<file path="src/rtl/mem_bus_arbiter.sv">
`default_nettype none
// ============================================================================
// Module      : mem_bus_arbiter
// Description : Shares one external memory bus between the instruction fetch
//               requester (IF stage) and the data access requester (MEM
//               stage). Each transfer uses the active-low BACK_n handshake.
//               A transfer aborts after TIMEOUT_CYCLES wait cycles, and
//               stall is held while any request is still outstanding.
//
// Ports       : clk, rst                 - clock, synchronous active-high reset
//               if_req/if_addr           - fetch request (held until if_ready)
//               if_rdata/if_ready        - fetch data and one-cycle done pulse
//               mem_req/mem_write/mem_size/mem_addr/mem_wdata
//                                        - data request (held until mem_ready)
//               mem_rdata/mem_ready      - raw load data and one-cycle done pulse
//               BAD/BDT_out/BDT_oe/BDT_in/BMREQ/BWRITE/BSIZE/BACK_n
//                                        - external bus pins
//               stall                    - pipeline stall
//               timeout_err              - sticky timeout flag
// Revision    : 1.0 - initial release
// ============================================================================
module mem_bus_arbiter #(
    parameter int TIMEOUT_CYCLES = 15,
    parameter int CNT_W          = 4
) (
    input  logic        clk,
    input  logic        rst,
    input  logic        if_req,
    input  logic [31:0] if_addr,
    output logic [31:0] if_rdata,
    output logic        if_ready,
    input  logic        mem_req,
    input  logic        mem_write,
    input  logic [1:0]  mem_size,
    input  logic [31:0] mem_addr,
    input  logic [31:0] mem_wdata,
    output logic [31:0] mem_rdata,
    output logic        mem_ready,
    output logic [31:0] BAD,
    output logic [31:0] BDT_out,
    output logic        BDT_oe,
    input  logic [31:0] BDT_in,
    output logic        BMREQ,
    output logic        BWRITE,
    output logic [1:0]  BSIZE,
    input  logic        BACK_n,
    output logic        stall,
    output logic        timeout_err
);

    localparam logic [1:0] c_ST_IDLE    = 2'd0;
    localparam logic [1:0] c_ST_IFETCH  = 2'd1;
    localparam logic [1:0] c_ST_DACCESS = 2'd2;
    localparam logic [1:0] c_ST_DONE    = 2'd3;

    // The abort fires on the edge that would complete the last allowed wait
    // cycle, so the counter only ever needs to reach TIMEOUT_CYCLES-1.
    localparam logic [CNT_W-1:0] c_CNT_LAST = CNT_W'(TIMEOUT_CYCLES - 1);
    localparam logic [1:0]       c_SIZE_WORD = 2'b10;

    logic [1:0]       r_state;
    logic [CNT_W-1:0] r_cnt;
    logic [31:0]      r_addr;
    logic [31:0]      r_wdata;
    logic [1:0]       r_size;
    logic             r_write;
    logic [31:0]      r_if_rdata;
    logic             r_if_ready;
    logic [31:0]      r_mem_rdata;
    logic             r_mem_ready;
    logic             r_timeout_err;

    logic w_busy;
    logic w_dwrite;

    assign w_busy   = (r_state == c_ST_IFETCH) || (r_state == c_ST_DACCESS);
    assign w_dwrite = (r_state == c_ST_DACCESS) && r_write;

    always_ff @(posedge clk) begin
        if (rst) begin
            r_state       <= c_ST_IDLE;
            r_cnt         <= '0;
            r_addr        <= '0;
            r_wdata       <= '0;
            r_size        <= '0;
            r_write       <= 1'b0;
            r_if_rdata    <= '0;
            r_if_ready    <= 1'b0;
            r_mem_rdata   <= '0;
            r_mem_ready   <= 1'b0;
            r_timeout_err <= 1'b0;
        end else begin
            r_if_ready  <= 1'b0;
            r_mem_ready <= 1'b0;
            case (r_state)
                c_ST_IDLE: begin
                    // Data access has fixed priority over instruction fetch.
                    if (mem_req) begin
                        r_state <= c_ST_DACCESS;
                        r_addr  <= mem_addr;
                        r_size  <= mem_size;
                        r_write <= mem_write;
                        r_wdata <= mem_wdata;
                    end else if (if_req) begin
                        r_state <= c_ST_IFETCH;
                        r_addr  <= if_addr;
                        r_size  <= c_SIZE_WORD;
                        r_write <= 1'b0;
                    end
                end
                c_ST_IFETCH, c_ST_DACCESS: begin
                    if (!BACK_n) begin
                        r_state <= c_ST_DONE;
                        r_cnt   <= '0;
                        if (r_state == c_ST_IFETCH) begin
                            r_if_rdata <= BDT_in;
                            r_if_ready <= 1'b1;
                        end else begin
                            // A store leaves the last load data untouched.
                            if (!r_write) begin
                                r_mem_rdata <= BDT_in;
                            end
                            r_mem_ready <= 1'b1;
                        end
                    end else if (r_cnt == c_CNT_LAST) begin
                        r_state       <= c_ST_DONE;
                        r_cnt         <= '0;
                        r_timeout_err <= 1'b1;
                        if (r_state == c_ST_IFETCH) begin
                            r_if_rdata <= '0;
                            r_if_ready <= 1'b1;
                        end else begin
                            r_mem_rdata <= '0;
                            r_mem_ready <= 1'b1;
                        end
                    end else begin
                        r_cnt <= r_cnt + 1'b1;
                    end
                end
                c_ST_DONE: begin
                    // No grant here: the finishing requester still holds req.
                    r_state <= c_ST_IDLE;
                end
                default: begin
                    r_state <= c_ST_IDLE;
                end
            endcase
        end
    end

    assign BMREQ       = w_busy;
    assign BWRITE      = w_dwrite;
    assign BDT_oe      = w_dwrite;
    assign BAD         = r_addr;
    assign BDT_out     = r_wdata;
    assign BSIZE       = r_size;
    assign if_rdata    = r_if_rdata;
    assign if_ready    = r_if_ready;
    assign mem_rdata   = r_mem_rdata;
    assign mem_ready   = r_mem_ready;
    assign timeout_err = r_timeout_err;

    assign stall = !rst && ((if_req && !r_if_ready) || (mem_req && !r_mem_ready));

endmodule
`default_nettype wire

</file>
<file path="config.mk">
export PLATFORM = sky130hd
export DESIGN_NAME = mem_bus_arbiter
export DESIGN_NICKNAME = d
export VERILOG_FILES = /design/src/rtl/mem_bus_arbiter.sv
export SDC_FILE = /design/constraint.sdc
export NUM_CORES = 1
export LEC_CHECK = 0
export CORE_MARGIN = 5
export CORE_UTILIZATION = 42
export CTS_CLUSTER_SIZE = 16
export DETAILED_ROUTE_END_ITERATION = 8
export GPL_TIMING_DRIVEN = 0
export PLACE_DENSITY_LB_ADDON = 0.25
export SLEW_MARGIN = 5
export SYNTH_ARGS = -nofsm -noshare
export SYNTH_HDL_FRONTEND = slang
export SYNTH_SLANG_ARGS = --single-unit
</file>
<file path="constraint.sdc">
create_clock -name clk -period 4.4 [get_ports clk]
set_input_delay 0.44 -clock clk [delete_from_list [all_inputs] [get_ports clk]]
set_output_delay 0.44 -clock clk [all_outputs]
set_load 0.01 [all_outputs]
</file>
Yosys cells after proc, flatten, opt, wreduce, memory -nomap -nowiden
Cells that the tools add are included.

Bitwise operators: 1. Add/subtract/negate cells: 1. Equality and inequality tests: 11. Reduce and logical (&&, ||, !) cells: 20. Muxes and demuxes: 28.

Operators with widths (count): $mux W32 (11); $mux W2 (6); $mux W1 (8); $mux W4 (2); $ne A2 B2 Y1 const B (4); $ne A3 B3 Y1 const B (2); $pmux W2 S3 (1); $reduce_and A2 Y1 (3); $reduce_and A5 Y1 (1); $add A4 B1 Y4 const B (1); $eq A2 B2 Y1 const B (2); $eq A4 B4 Y1 const B (1); $logic_and A1 B1 Y1 (4); $reduce_and A4 Y1 (1); $reduce_bool A2 Y1 (2); $reduce_or A2 Y1 (2); $logic_not A1 Y1 (3); $reduce_and A3 Y1 (1); $eq A2 B1 Y1 const B (1); $logic_not A2 Y1 (1); $logic_or A1 B1 Y1 (2); $ne A2 B1 Y1 const B (1); $not A1 Y1 (1).

Input port bits: 136. Logic and storage cells: 72. Register bits: 140. Output and inout port bits: 137.

Depth between registers and ports, before layout
Word-level depth: 4. Mapped depth: 8. Depth with buffers taken out: 5.

Least setup slack after synthesis
OpenSTA, ideal clock, no wires.

Kind: flip-flop to flip-flop. Start point: register r_state[0]. End point: register r_mem_rdata[10] (netlist: mem_rdata[10]). Stages on the path, launching flop included: 8. Arrival: 1643 ps. Setup time: 122 ps. Path buffers: 2. Clock period less this slack: 1765 ps. Setup slack: 2635 ps. Required time: 4278 ps. Cell sequence: dfxtp_1 > inv_1 > ha_1 > nor3b_1 > and3_1 > buf_6 > buf_8 > a221o_1.

Word-level cells in the longest chain between the ends: 3. Elaborated cells on any way between the ends: 6. Classes of those cells: eq/ne: 4; reduce/logical: 2.

RTL lines: from (decl) (RTL line 61) `logic [1:0] r_state;`; from (signal assigned) (RTL line 81) `r_state <= c_ST_IDLE;`; from (signal assigned) (RTL line 99) `r_state <= c_ST_DACCESS;`; from (signal assigned) (RTL line 105) `r_state <= c_ST_IFETCH;`; $eq A2 B1 Y1 / $eq A2 B2 Y1 (equally long branches) (RTL line 95, 115, 129); $ne A2 B2 Y1 (no source line) / $reduce_or A2 Y1 (equally long branches); $reduce_and A5 Y1 (no source line) *; to (signal assigned) (RTL line 121) `r_mem_rdata <= BDT_in;`; to (decl) (RTL line 69) `logic [31:0] r_mem_rdata;`.

Every way passes the cells marked *; elsewhere a longest branch is shown, timed or not. A chain may end at the register's enable or synchronous reset.

Worst setup path in the final report
Start point: input rst. End point: output stall.

Word-level cells in the longest chain between the ends: 2.

RTL lines: from (decl) (RTL line 27) `input logic rst,`; $logic_not A1 Y1 (RTL line 163) `assign stall = !rst && ((if_req && !r_if_ready) || (mem_req && !r_mem_ready));`; $logic_and A1 B1 Y1 (RTL line 163); to (decl) (RTL line 47) `output logic stall,`.

No other way between the ends.

==> results by group <==
Run status
  • Outcome: finished clean

Critical path
  • CP Data Required Time: 3.96 ns
  • Critical Path End Type: output pin
  • Critical path class: input pin to output pin
  • Crit-path max FO: 10
  • Critical Path AT: ~2.4 ns
  • R2R depth: 7
  • Startpoint class of the critical path: input pin

Clocking
  • Clock sinks: 140
  • Clk slew on worst S/H paths: around 0.05 ns
  • CTS resizes: 0
  • Clk buf depth: 2
  • CTS tree: yes
  • CTS Buf Count: 17
  • Setup bufs post-CTS: 0
  • Hold-fix buffers, CTS: 0
  • Worst skew pair latency: 0.42 ns
  • H-tree Lvls: 4
  • Clock root buffer master: clkbuf_16

Power and ir drop
  • PwrDens: 515 nW/um2
  • P_sw: ~1.7 mW
  • Pleak: 3.55 nW
  • Cell Int Power: 3.33 mW
  • Register share of total power: 35.8%
  • Sw Ratio: 33.3%
  • Peak supply drop: between 0.0002 and 0.0003 V
  • Combinational Power Share: 38.0%
  • Clock Power Share: 26.2%

Routing
  • Via count: about 5,900
  • Drt first pass iters: 5
  • Routed Antenna Nets: 0
  • Routed wire length: 19,700 um
  • Wire per inst: roughly 18 um
  • DRC: 0
  • 1st-iter DRT viols: 300
  • Via density: 5.30

Floorplanning
  • Starting density of the core: 42.7%
  • # rows: 44
  • DIE WIDTH: roughly 130 um
  • Core footprint: 14,500 um2
  • # IOs: about 270
  • Die area: between 15,000 and 20,000 um2
  • Die height: 132 um

Timing
  • Slew HR: between 60 and 70%
  • Setup violations, final: 0
  • Pins Over Slew Limit: 0
  • Layout Skew: 0.00750 ns
  • Setup TNS: 0 ns
  • WHS: 0.451 ns
  • Period minus WS final: between 2 and 3 ns
  • Fin. Hold Viols: 0
  • Peak Freq: 0.348 GHz
  • Worst-Margin Slew: 0.517 ns
  • RSZ-0062 raised after global routing: false
  • Final Cycle Share: around 65%

Global route
  • Largest net degree at the start of global routing: 17
  • Met3 usage: 6.80%
  • First-pass GRT wire length: 31,100 um
  • Layer with the highest usage: met2
  • Antenna violations before repair: 0
  • GR Util met2: 36.0%
  • Met1 usage: a little over a quarter
  • Vias in the first global route: 5,808
  • Grt total ovfl: 0
  • Total track usage: roughly 22%

Min path
  • Hold Path Class: flip-flop to flip-flop
  • Worst hold path depth: 2

Synth
  • Number of synthesized flops with an enable pin: 0
  • Async S/R FF share, synth: 0%
  • Number of synthesized register bits: 140
  • Post-synthesis cell type count: 41
  • Cells after Synth: ~620
  • Ys flop type: dfxtp_1
  • Syn_nets: around 770
  • Sequential-to-total area share from yosys stat: 45.2%
  • Yosys warning total: 0
  • Syn Area/Cell: 9.98 um2
  • Synthesized cell area: 6210 um2

Placement
  • DP HPWL: 14,700 um
  • PortBufs: between 200 and 300
  • Routability cong.: 0.801

Final layout
  • Fin nets: 1,055
  • P&R area growth vs syn: 56.0%
  • Layout cells sized above 1: 7.78%
  • Inserted Diodes: 0

Run
  • Max Cap Viol: 0
flip-flops by register name, indices dropped and copies added, names as in the netlist, 2 cells and up:
name	flops
BAD	32
BDT_out	32
if_rdata	32
mem_rdata	32
r_cnt	4
BSIZE	2
r_state	2
worst max-delay path: stages:
cell and delay, ns:
clkdlybuf4s50_1 0.60, buf_2 0.25, buf_2 0.26, buf_2 0.28
a21oi_1 0.06, clkdlybuf4s50_1 0.52
power groups by stage:
stage	clock network (mW)	logic [mW]	registers (mW)
final	1.31	1.89	1.79
after global routing	1.39	2.05	1.83
after CTS	1.33	1.91	1.78
after detailed placement	0	1.90	1.80
after global placement	0	1.88	1.79
after floorplan	0	0.789	1.92
Yosys cell counts (4+ instances only):
master    number  area (um2)
inv_1          4        15.0
ha_1           7        87.6
buf_2         22         110
nand2_1       70         263
a221o_1       32         320
nand3b_1      64         480
buf_6          5        56.3
clkbuf_1      19        71.3
mux2i_1       65         651
a211oi_1      32         240
nor2_1        38         143
buf_1          7        26.3
dfxtp_1      140        2800
buf_12         4        80.1
buf_4          5        37.5
a32o_1        32         320
a21oi_1       39         195
area by class of cell:
| class | instances | area (um2) |
|---|---|---|
| Multi-Input combinational cell | 411 | 2950 |
| Timing Repair Buffer | 271 | 2710 |
| Clock buffer | 26 | 499 |
| Inverter | 6 | 22.5 |
| Sequential cell | 140 | 2800 |
| Fill cell | 1230 | 4850 |
| Buffer | 65 | 427 |
| Clock inverter | 6 | 36.3 |
| Tap cell | 184 | 230 |
per-stage QoR:
step           utilization, %  cell area [um2]  total power, mW  cells  setup slack, ns
3_3_place_gp             62.9             9150             3.68   1077             1.53
2_1_floorplan               -             6210             2.71    622             2.63
3_5_place_dp             62.9             9150             3.70   1077             1.49
6_report                 66.6             9680             4.99   1109             1.53
5_1_grt                  66.6             9680             5.26   1109             1.39
4_1_cts                  66.6             9680             5.03   1109             1.50
layer usage:
| metal | share of wire, % | wire length (um) |
|---|---|---|
| met1 | 43 | 8450 |
| met4 | 2.7 | 538 |
| met5 | 0 | 0 |
| met2 | 48 | 9450 |
| met3 | 6.6 | 1300 |
cell families (layout without fill, tap and decap cells):
kind of cell    Yosys count  count (layout)  share of synthesized area, %
flops                   140             140                          45.2
simple gates            190             190                          16.3
buf+inv                  71             374                          7.24
compound gates          148             148                          19.2
fa+ha+maj                 7               7                          1.41
mux                      66              66                          10.7
path summary, 6_finish.rpt:
path	to	slack [ns]	startpoint
setup / recovery	stall	1.53	rst
hold / removal	BDT_out[27]	0.45	BDT_out[27]
setup reg to reg	if_rdata[2]	2.49	r_state[0]
hold reg to reg	BDT_out[27]	0.45	BDT_out[27]
cell usage in the layout, fill, tap and decap left out, drive strengths merged, types with 38 or more instances in the layout:
cell           instances
nor2                  38
nand2                 70
nand3b                64
clkbuf                45
clkdlybuf4s50        271
mux2i                 65
buf                   46
dfxtp                140
a21oi                 39
(Power assumes the default switching activity.)
